`src/rtl/ldl_p2ram_pkg.sv`:
```
`default_nettype none
// ============================================================================
// ldl_p2ram_pkg : shared types for the dual-port RAM burst reader.
// Revision 1.0
// ============================================================================
package ldl_p2ram_pkg;

    typedef enum logic [1:0] {
        IDLE  = 2'd0,
        RUN   = 2'd1,
        DRAIN = 2'd2
    } rd_state_e;

    localparam int BUF_DEPTH = 2;

endpackage
`default_nettype wire

```
`src/rtl/ldl_skid_buf2.sv`:
```
`default_nettype none
// ============================================================================
// ldl_skid_buf2 : two-entry FIFO with a valid/ready head and an occupancy count.
// Revision 1.0
// ============================================================================
module ldl_skid_buf2
    import ldl_p2ram_pkg::*;
#(
    parameter int W = 9
) (
    input  logic         clk,
    input  logic         rst,
    input  logic         i_push,
    input  logic [W-1:0] i_data,
    output logic         o_valid,
    input  logic         i_ready,
    output logic [W-1:0] o_data,
    output logic [1:0]   o_count
);

    logic [W-1:0] r_mem [BUF_DEPTH];
    logic         r_wptr;
    logic         r_rptr;
    logic [1:0]   r_count;
    logic         w_pop;

    assign w_pop   = o_valid && i_ready;
    assign o_valid = (r_count != 2'd0);
    assign o_data  = r_mem[r_rptr];
    assign o_count = r_count;

    // Storage is reset so the head reads as zero out of reset.
    always_ff @(posedge clk or posedge rst) begin
        if (rst) begin
            for (int i = 0; i < BUF_DEPTH; i++) begin
                r_mem[i] <= '0;
            end
            r_wptr  <= 1'b0;
            r_rptr  <= 1'b0;
            r_count <= 2'd0;
        end else begin
            if (i_push) begin
                r_mem[r_wptr] <= i_data;
                r_wptr        <= ~r_wptr;
            end
            if (w_pop) begin
                r_rptr <= ~r_rptr;
            end
            r_count <= r_count + {1'b0, i_push} - {1'b0, w_pop};
        end
    end

endmodule
`default_nettype wire

```
`src/rtl/ldl_p2ram_burst_reader.sv`:
```
`default_nettype none
// ============================================================================
// ldl_p2ram_burst_reader : burst read controller for the registered-read RAM,
// presenting words as a valid/ready stream. Option: LDL_P2RAM_RD_WRAP_EN.
// Revision 1.0
// ============================================================================
module ldl_p2ram_burst_reader
    import ldl_p2ram_pkg::*;
#(
    parameter int DW    = 8,
    parameter int DEPTH = 10,
    parameter int AW    = $clog2(DEPTH)
) (
    input  logic          clk,
    input  logic          rst,
    input  logic          cmd_valid,
    output logic          cmd_ready,
    input  logic [AW-1:0] cmd_addr,
    input  logic [AW-1:0] cmd_len,
    output logic          ram_re,
    output logic [AW-1:0] ram_ra,
    input  logic [DW-1:0] ram_dout,
    output logic          out_valid,
    input  logic          out_ready,
    output logic [DW-1:0] out_data,
    output logic          out_last,
    output logic          busy,
    output logic          trunc
);

    rd_state_e     r_state;
    rd_state_e     w_state_nxt;
    logic [AW-1:0] r_addr;
    logic [AW-1:0] r_ra;
    logic [AW:0]   r_remaining;
    logic          r_re_d1;
    logic          r_last_d1;
    logic          w_accept;
    logic          w_issue;
    logic          w_pop;
    logic          w_room;
    logic [2:0]    w_inflight;
    logic [1:0]    w_occ;
    logic [AW-1:0] w_addr_nxt;
    logic [AW:0]   w_len_full;
    logic [AW:0]   w_len_eff;

    assign w_accept   = cmd_valid && cmd_ready;
    assign w_pop      = out_valid && out_ready;
    assign w_len_full = {1'b0, cmd_len} + (AW+1)'(1);
    // Words still owed to the buffer after this edge, including last cycle's issue.
    assign w_inflight = {1'b0, w_occ} + {2'b0, r_re_d1} - {2'b0, w_pop};
    assign w_room     = (w_inflight < 3'(BUF_DEPTH));

`ifdef LDL_P2RAM_RD_WRAP_EN
    assign w_len_eff  = w_len_full;
    assign w_addr_nxt = (r_addr == AW'(DEPTH - 1)) ? '0 : r_addr + AW'(1);
    assign trunc      = 1'b0;
`else
    logic [AW:0] w_span;
    logic        w_trunc_cmd;
    logic        r_trunc;

    assign w_span      = (AW+1)'(DEPTH) - {1'b0, cmd_addr};
    assign w_trunc_cmd = (w_len_full > w_span);
    assign w_len_eff   = w_trunc_cmd ? w_span : w_len_full;
    assign w_addr_nxt  = r_addr + AW'(1);
    assign trunc       = r_trunc;

    always_ff @(posedge clk or posedge rst) begin
        if (rst) begin
            r_trunc <= 1'b0;
        end else begin
            r_trunc <= w_accept && w_trunc_cmd;
        end
    end
`endif

    always_ff @(posedge clk or posedge rst) begin
        if (rst) begin
            r_state <= IDLE;
        end else begin
            r_state <= w_state_nxt;
        end
    end

    always_comb begin
        w_state_nxt = r_state;
        cmd_ready   = 1'b0;
        w_issue     = 1'b0;
        case (r_state)
            IDLE: begin
                cmd_ready = !rst;
                if (cmd_valid && !rst) begin
                    w_state_nxt = RUN;
                end
            end
            RUN: begin
                w_issue = (r_remaining != '0) && w_room;
                if (w_issue && (r_remaining == (AW+1)'(1))) begin
                    w_state_nxt = DRAIN;
                end
            end
            DRAIN: begin
                if (w_pop && out_last) begin
                    w_state_nxt = IDLE;
                end
            end
            default: w_state_nxt = IDLE;
        endcase
    end

    always_ff @(posedge clk or posedge rst) begin
        if (rst) begin
            r_addr      <= '0;
            r_ra        <= '0;
            r_remaining <= '0;
            r_re_d1     <= 1'b0;
            r_last_d1   <= 1'b0;
        end else begin
            r_re_d1   <= w_issue;
            r_last_d1 <= w_issue && (r_remaining == (AW+1)'(1));
            if (w_accept) begin
                r_addr      <= cmd_addr;
                r_remaining <= w_len_eff;
            end else if (w_issue) begin
                r_ra        <= r_addr;
                r_addr      <= w_addr_nxt;
                r_remaining <= r_remaining - (AW+1)'(1);
            end
        end
    end

    assign ram_re = w_issue;
    assign ram_ra = w_issue ? r_addr : r_ra;
    assign busy   = (r_state != IDLE);

    ldl_skid_buf2 #(
        .W (DW + 1)
    ) u_buf (
        .clk     (clk),
        .rst     (rst),
        .i_push  (r_re_d1),
        .i_data  ({r_last_d1, ram_dout}),
        .o_valid (out_valid),
        .i_ready (out_ready),
        .o_data  ({out_last, out_data}),
        .o_count (w_occ)
    );

endmodule
`default_nettype wire

```
`config.mk`:
```
export PLATFORM = sky130hd
export DESIGN_NAME = ldl_p2ram_burst_reader
export DESIGN_NICKNAME = d
export VERILOG_FILES = /design/src/rtl/ldl_p2ram_pkg.sv /design/src/rtl/ldl_skid_buf2.sv /design/src/rtl/ldl_p2ram_burst_reader.sv
export SDC_FILE = /design/constraint.sdc
export NUM_CORES = 1
export LEC_CHECK = 0
export CAP_MARGIN = 5
export CELL_PAD_IN_SITES_DETAIL_PLACEMENT = 0
export CELL_PAD_IN_SITES_GLOBAL_PLACEMENT = 1
export CORE_MARGIN = 2
export CORE_UTILIZATION = 37
export CTS_CLUSTER_DIAMETER = 100
export CTS_CLUSTER_SIZE = 10
export DETAILED_ROUTE_END_ITERATION = 8
export PLACE_DENSITY = 0.77
export SETUP_SLACK_MARGIN = 0.5
export SLEW_MARGIN = 20
export SYNTH_ARGS = -nofsm -noshare
export SYNTH_HDL_FRONTEND = slang
export SYNTH_SLANG_ARGS = --single-unit
```
`constraint.sdc`:
```
create_clock -name clk -period 4.7 [get_ports clk]
set_clock_uncertainty 0.2 [all_clocks]
set_input_delay 1.41 -clock clk [delete_from_list [all_inputs] [get_ports clk]]
set_output_delay 1.41 -clock clk [all_outputs]
set_load 0.03 [all_outputs]
```
### Word-level counts from Yosys, hierarchy flattened

Cells that the tools add are included.

* bitwise gates (word level): 4
* mux-type cells: 18
* $lt $le $gt $ge: 5
* reduce and logical (&&, ||, !) cells: 16
* add/subtract/negate cells: 8
* equality and inequality tests: 6

Operators by type and width (count)
* two-way mux 9 bit: 4
* bitwise mux 18 bit: 1
* two-way mux 5 bit: 3
* two-way mux 4 bit: 3
* demux 9 bit (select 1 bit): 1
* logical AND 1 bit: 9
* two-way mux 2 bit: 3
* != test 2 bit, second input constant: 3
* one-hot mux 2 bit (3 select lines): 1
* nonzero test 2 bit: 3
* adder 4 x 1 -> 5 bit, second input constant: 1
* == test 5 x 1 -> 1 bit, second input constant: 1
* > comparator 5 bit: 1
* nonzero test 5 bit: 1
* subtractor 4 x 4 -> 5 bit, first input constant: 1
* subtractor 5 x 1 -> 5 bit, second input constant: 1
* adder 4 x 1 -> 4 bit, second input constant: 1
* greater-or-equal comparator 2 bit, second input constant: 2
* inverter 1 -> 2 bit: 2
* adder 2 x 1 -> 3 bit: 1
* less-than comparator 3 x 2 -> 1 bit, second input constant: 1
* AND reduction 3 bit: 1
* subtractor 3 x 1 -> 3 bit: 1
* adder 2 x 1 -> 2 bit: 1
* other kinds (8): 10

* word-level logic and storage cells: 69
* output and inout bits: 18
* flip-flop bits (word level): 40
* input port bits: 20

### Depth between registers and ports, before layout

* depth in word-level cells: 8
* gate-level depth with buffers: 14
* depth with buffers taken out: 13

### Hierarchy

A second synthesis with hierarchy kept.

* cell total of the unflattened synthesis: 211
* area total of the unflattened synthesis: 2349.8 um^2

By module, submodules not included
* ldl_p2ram_burst_reader: cells an instance 147, area an instance 1347.5 um^2, sequential area each 450.4 um^2, times used 1
* ldl_skid_buf2: cells an instance 64, area an instance 1002.2 um^2, sequential area each 550.5 um^2, times used 1

### Worst setup path before layout

Ideal clock, no wire load.

* kind: input to output
* start point: in out_ready
* end point: out ram_ra[1]
* arrival: 3.586 ns
* buffers on the path: 1
* setup slack: -0.496 ns
* cell stages on the path: 11
* cells stage by stage: nand2_1 > inv_1 > ha_1 > inv_1 > ha_1 > inv_1 > fa_1 > nand3b_1 > a211oi_4 > buf_4 > mux2_1

* word-level cells in the longest chain between the ends: 6

Ends and longest elaborated chain
* start, declared: line ldl_p2ram_burst_reader.sv:24 `input logic out_ready,`
* logical AND 1 bit
* net u_buf.w_pop: line ldl_skid_buf2.sv:25 `logic w_pop;`
* subtractor 3 x 1 -> 3 bit: line ldl_p2ram_burst_reader.sv:52 `assign w_inflight = {1'b0, w_occ} + {2'b0, r_re_d1} - {2'b0, w_pop};`
* less-than comparator 3 x 2 -> 1 bit: line ldl_p2ram_burst_reader.sv:53 `assign w_room = (w_inflight < 3'(BUF_DEPTH));`
* logical AND 1 bit: line ldl_p2ram_burst_reader.sv:99 `w_issue = (r_remaining != '0) && w_room;`
* two-way mux 1 bit: line ldl_p2ram_burst_reader.sv:91 `case (r_state)`
* net ram_re: line ldl_p2ram_burst_reader.sv:20 `output logic ram_re,`
* two-way mux 4 bit
* end, declared: line ldl_p2ram_burst_reader.sv:21 `output logic [AW-1:0] ram_ra,`

The timed path passes the listed nets, and every way through them passes these cells.

### Worst setup path after layout

* start point: in out_ready
* end point: out ram_ra[2]

* word-level cells in the longest chain between the ends: 6

Ends and longest elaborated chain (line)
* logical AND 1 bit
* net u_buf.w_pop: ldl_skid_buf2.sv:25
* subtractor 3 x 1 -> 3 bit: ldl_p2ram_burst_reader.sv:52
* less-than comparator 3 x 2 -> 1 bit: ldl_p2ram_burst_reader.sv:53
* logical AND 1 bit: ldl_p2ram_burst_reader.sv:99
* two-way mux 1 bit: ldl_p2ram_burst_reader.sv:91
* two-way mux 4 bit

The timed path passes the listed nets, and every way through them passes these cells.

==> flow_results.org <==
** Outcome
- The run finished, with violations left.
- Violated checks :: setup timing

** Timing
- Measured against its own limit, the worst slew margin works out to 0.669.
- Final setup violation count :: 5
- On the final layout, the worst hold slack is 0.281 ns.
- Share of the clock period used by the worst path after layout :: 1.08
- Tightest Pin Transition :: 0.497 ns
- Number of hold-slack violations in the final timing report :: 0
- Static timing analysis puts the maximum clock frequency at 0.197 GHz.
- The final count of pins violating max slew came to 0.
- RSZ-0062 raised after global routing :: true
- In the post-route analysis, the smallest setup slack over all paths is -0.386 ns.
- Minimum clock period :: 5.09 ns

** Clock network
- Clock-pin slew on the worst setup and hold paths :: 0.07 ns
- TritonCTS built the clock tree.
- In this run the number of H-tree levels came out at 2.
- Number of CTS-inserted buffers :: 5
- Cell at the root of the clock tree :: sky130_fd_sc_hd__clkbuf_8
- Clock buffer depth :: 2
- For the worst-skew pair, the clock arrives at the later sink with an insertion delay of 0.29 ns.
- CTS saw 40 sinks.
- Total of hold buffers inserted after clock tree synthesis :: 0

** Worst setup path
- The signal on the critical path passes through buf_8 > nand2_8 > inv_4 > ha_4 > inv_2 > ha_4 > inv_2 > fa_1 > nand3b_1 > a211oi_4 > buf_12 > mux2_4 > buf_6.
- Arrival time worst endpoint :: 3.48 ns
- Among all stages on the critical path, the largest delay is contributed by sky130_fd_sc_hd__fa_1.
- The worst setup path is captured at a primary output.
- STA classifies the critical path startpoint as an input port.
- Classification of the worst setup path :: in -> out
- The largest single stage delay on the critical path is 0.51 ns.
- Category of cells accounting for the largest share of critical-path delay :: adder cells
- Counting both buffers and inverters, the worst setup path holds a total of 6.
- Data on the critical path is required at its endpoint by 3.09 ns.
- Of all nets on the critical path, the largest fanout is 7.

** Power and ir drop
- For this design the ratio of total power to cell area is 774 mW/mm².
- The share of total power dissipated in the clock network is 0.123.
- Switching power as a share of total power :: 0.386
- Internal portion of total power :: 1.36 mW
- The design draws 2.21 mW.
- Static leakage :: 1.24 nW
- For this design the total switching power over the nets is 0.853 mW.
- The share of total power dissipated in sequential elements is 0.283.
- Peak supply drop :: 0.343 mV
- Of the total power, combinational logic draws 0.594.

** Route
- Wires add up to 4140 µm.
- DRC viols :: 0
- Number of vias in the routed layout :: 1,508
- Routed wire length per instance :: 13.4 µm
- After detailed routing, the number of vias per cell comes to 4.90.
- The pre-antenna-repair detailed-routing pass consisted of 4 iterations.
- Post-route ant nets :: 0
- Iter 0 DRT Violations :: 32

** Logic synthesis
- Total standard cell area after synthesis :: 0.00217 mm²
- Netlist cell types :: 40
- Counting every instance in the synthesized netlist gives 186.
- Area share of the largest cell type after synthesis :: 0.462
- Sequential-to-total area share from yosys stat :: 0.462
- After synthesis, the cell types taking the most area are sky130_fd_sc_hd__dfrtp_1 (46%), sky130_fd_sc_hd__mux2_2 (17%), sky130_fd_sc_hd__ha_1 (7.5%).
- #FFs+latches synth :: 40
- The average instance in the mapped netlist occupies 11.6 µm².
- Cell type with the largest total area after synthesis :: sky130_fd_sc_hd__dfrtp_1
- Syn nets :: 220
- The Yosys step of the flow raised 0 warnings.

** Global route
- The first global-routing pass estimated 7140 µm of wire.
- Overall fraction of global-route tracks in use :: 0.144
- Total congestion overflow :: 0
- Initial antenna violation count :: 0
- The number of global-route vias before repair is 1,583.
- Entering global routing, the biggest net connects 41 pins.

** Cells and area
- N_diodes :: 0
- Proportion of layout cells with a drive suffix above 1 :: 0.297
- Number of standard cells in the final layout excluding fillers :: 308
- Area delta synth->final :: 31.9%
- Fillcell total :: 519
- Number of nets at the end of the flow :: 269

** Placement
- IO buf count :: 37
- Detailed placement ended at an HPWL of 3090 µm.
- Routability congestion estimate from global placement :: 0.826
- Once placement completed, the tool counted placed cells totaling 295.

** Min path
- In this run the worst hold path is classified as reg -> reg.

** Floorplan
- IO Pins :: 38
- The die is 80.5 µm wide.
- In this run the vertical extent of the chip is 80.5 µm.
- The die covers 0.00648 mm².
- In this run the core area contains 27 standard-cell rows.
- For this configuration, the core starts out at a cell density of 0.389.
- Core footprint :: 0.00557 mm²

** Run
- Max-Cap Viols :: 0
[kinds of logic (layout without fill, tap and decap cells)]
group | after synthesis | in the layout | share of synthesized area
AO/OA/AOI/OAI | 27 | 27 | 0.0844
adder cells (fa/ha/maj) | 14 | 14 | 0.0843
buffers and inverters | 15 | 65 | 0.0324
multiplexers | 37 | 37 | 0.191
AND/OR/NAND/NOR | 41 | 41 | 0.0971
XOR/XNOR | 12 | 12 | 0.0485
flip-flops | 40 | 40 | 0.462
[final timing paths]
path,from,slack (ns),cells past startpoint,end
worst max-delay path,out_ready,-0.39,13,ram_ra[2]
worst min-delay path,u_buf.r_wptr$_DFFE_PP0P_,0.28,1,u_buf.r_wptr$_DFFE_PP0P_
worst max register to register,u_buf.o_count[1]$_DFF_PP0_,1.36,16,r_remaining[4]$_DFFE_PP0P_
worst min register to register,u_buf.r_wptr$_DFFE_PP0P_,0.28,1,u_buf.r_wptr$_DFFE_PP0P_
max in group asynchronous,rst,2.57,3,u_buf.r_mem[9]$_DFFE_PP0P_
min in group asynchronous,rst,1.39,3,r_state[1]$_DFFE_PP0P_
[placed cells by master (no fill, tap or decap), types with 3 or more instances in the layout]
master                            count
sky130_fd_sc_hd__and3_1               3
sky130_fd_sc_hd__xnor2_1              6
sky130_fd_sc_hd__ha_1                11
sky130_fd_sc_hd__clkbuf_8             5
sky130_fd_sc_hd__xor2_1               6
sky130_fd_sc_hd__a21oi_1             11
sky130_fd_sc_hd__buf_4                9
sky130_fd_sc_hd__nor2_1               5
sky130_fd_sc_hd__clkdlybuf4s50_1     30
sky130_fd_sc_hd__buf_6                5
sky130_fd_sc_hd__nand2_1             12
sky130_fd_sc_hd__mux2_4               4
sky130_fd_sc_hd__nand3_1              4
sky130_fd_sc_hd__mux2_2              31
sky130_fd_sc_hd__nor3_1               4
sky130_fd_sc_hd__inv_1                7
sky130_fd_sc_hd__dfrtp_1             40
[stage by stage]
stage | worst slack (ns) | TNS, ns | util | cell area, µm²
3_5_place_dp | -0.997 | -4.67 | 0.483 | 2690
2_1_floorplan | -0.304 | -1.22 | - | 2230
4_1_cts | -0.400 | -1.77 | 0.510 | 2840
6_report | -0.386 | -1.70 | 0.513 | 2860
3_3_place_gp | -0.988 | -4.58 | 0.483 | 2690
5_1_grt | -0.466 | -2.09 | 0.513 | 2860
[what timing repair did]
action,in CTS,in global routing
hold endpoints to repair,0,0
setup buffers,3,2
setup endpoints to repair,7,5
pin swaps,3,0
gates resized for setup,13,0
[synthesized netlist by cell type]
cell and instances:
sky130_fd_sc_hd__a211o_1 1, sky130_fd_sc_hd__a211oi_1 2, sky130_fd_sc_hd__a211oi_4 1, sky130_fd_sc_hd__a21oi_1 11
sky130_fd_sc_hd__a221oi_1 1, sky130_fd_sc_hd__a31o_2 1, sky130_fd_sc_hd__a31oi_1 1, sky130_fd_sc_hd__and2_1 2
sky130_fd_sc_hd__and3_1 3, sky130_fd_sc_hd__buf_2 2, sky130_fd_sc_hd__buf_4 1, sky130_fd_sc_hd__buf_6 1
sky130_fd_sc_hd__clkbuf_1 1, sky130_fd_sc_hd__dfrtp_1 40, sky130_fd_sc_hd__fa_1 1, sky130_fd_sc_hd__ha_1 13
sky130_fd_sc_hd__inv_1 10, sky130_fd_sc_hd__mux2_1 3, sky130_fd_sc_hd__mux2_2 32, sky130_fd_sc_hd__mux2i_1 2
sky130_fd_sc_hd__nand2_1 13, sky130_fd_sc_hd__nand2b_1 1, sky130_fd_sc_hd__nand3_1 4, sky130_fd_sc_hd__nand3b_1 1
sky130_fd_sc_hd__nand4_1 2, sky130_fd_sc_hd__nor2_1 5, sky130_fd_sc_hd__nor3_1 4, sky130_fd_sc_hd__nor3_2 2
sky130_fd_sc_hd__o21a_1 1, sky130_fd_sc_hd__o21ai_0 2, sky130_fd_sc_hd__o21ai_1 2, sky130_fd_sc_hd__o221ai_1 1
sky130_fd_sc_hd__o22ai_1 1, sky130_fd_sc_hd__o311a_1 1, sky130_fd_sc_hd__o31ai_1 1, sky130_fd_sc_hd__or2_1 1
sky130_fd_sc_hd__or2_2 2, sky130_fd_sc_hd__or3_1 1, sky130_fd_sc_hd__xnor2_1 6, sky130_fd_sc_hd__xor2_1 6
[state kept, by name, summed over array words and instances, names as in the netlist]
register	count
u_buf.r_mem	18
r_remaining	5
r_addr	4
r_ra	4
r_state	2
u_buf.o_count	2
r_last_d1	1
r_re_d1	1
trunc	1
u_buf.r_rptr	1
u_buf.r_wptr	1
[layer usage]
metal  global-route usage  vias up  share of wire
met5                    0        -              0
met4               0.0508        0          0.015
met3               0.0360        6          0.045
met2                0.261       31           0.51
met1                0.163      717           0.43
li1                     -      754              -
[worst reg2reg max path, stage by stage (launching register included)]
cell	delay (ns)
sky130_fd_sc_hd__dfrtp_1	0.42
sky130_fd_sc_hd__or2_2	0.35
sky130_fd_sc_hd__nand2_8	0.09
sky130_fd_sc_hd__inv_4	0.04
sky130_fd_sc_hd__ha_4	0.20
sky130_fd_sc_hd__inv_2	0.06
sky130_fd_sc_hd__ha_4	0.11
sky130_fd_sc_hd__inv_2	0.03
sky130_fd_sc_hd__fa_1	0.51
sky130_fd_sc_hd__nand3b_1	0.13
sky130_fd_sc_hd__a211oi_4	0.24
sky130_fd_sc_hd__buf_4	0.16
sky130_fd_sc_hd__buf_4	0.09
sky130_fd_sc_hd__buf_4	0.14
sky130_fd_sc_hd__nand3_1	0.10
sky130_fd_sc_hd__xor2_1	0.15
sky130_fd_sc_hd__a221oi_1	0.23
[layout make-up]
cell class	count	area [µm²]	share of cell area
Clock buffer	6	72.6	0.0254
Clock inverter	2	35.0	0.0123
Inverter	10	40.0	0.0140
Multi-Input combinational cell	131	1150	0.403
Sequential cell	40	1000	0.350
Tap cell	72	90.1	0.0315
Timing Repair Buffer	47	468	0.164
[power by group through the flow]
stage / combinational [mW] / clock (mW) / sequential [mW]
after floorplan: 0.910 / 0 / 0.590
after global placement: 1.21 / 0 / 0.630
after detailed placement: 1.23 / 0 / 0.636
after CTS: 1.31 / 0.284 / 0.630
after global routing: 1.43 / 0.298 / 0.651
final: 1.32 / 0.272 / 0.626
Note: power is estimated with default switching activity, not from simulation.
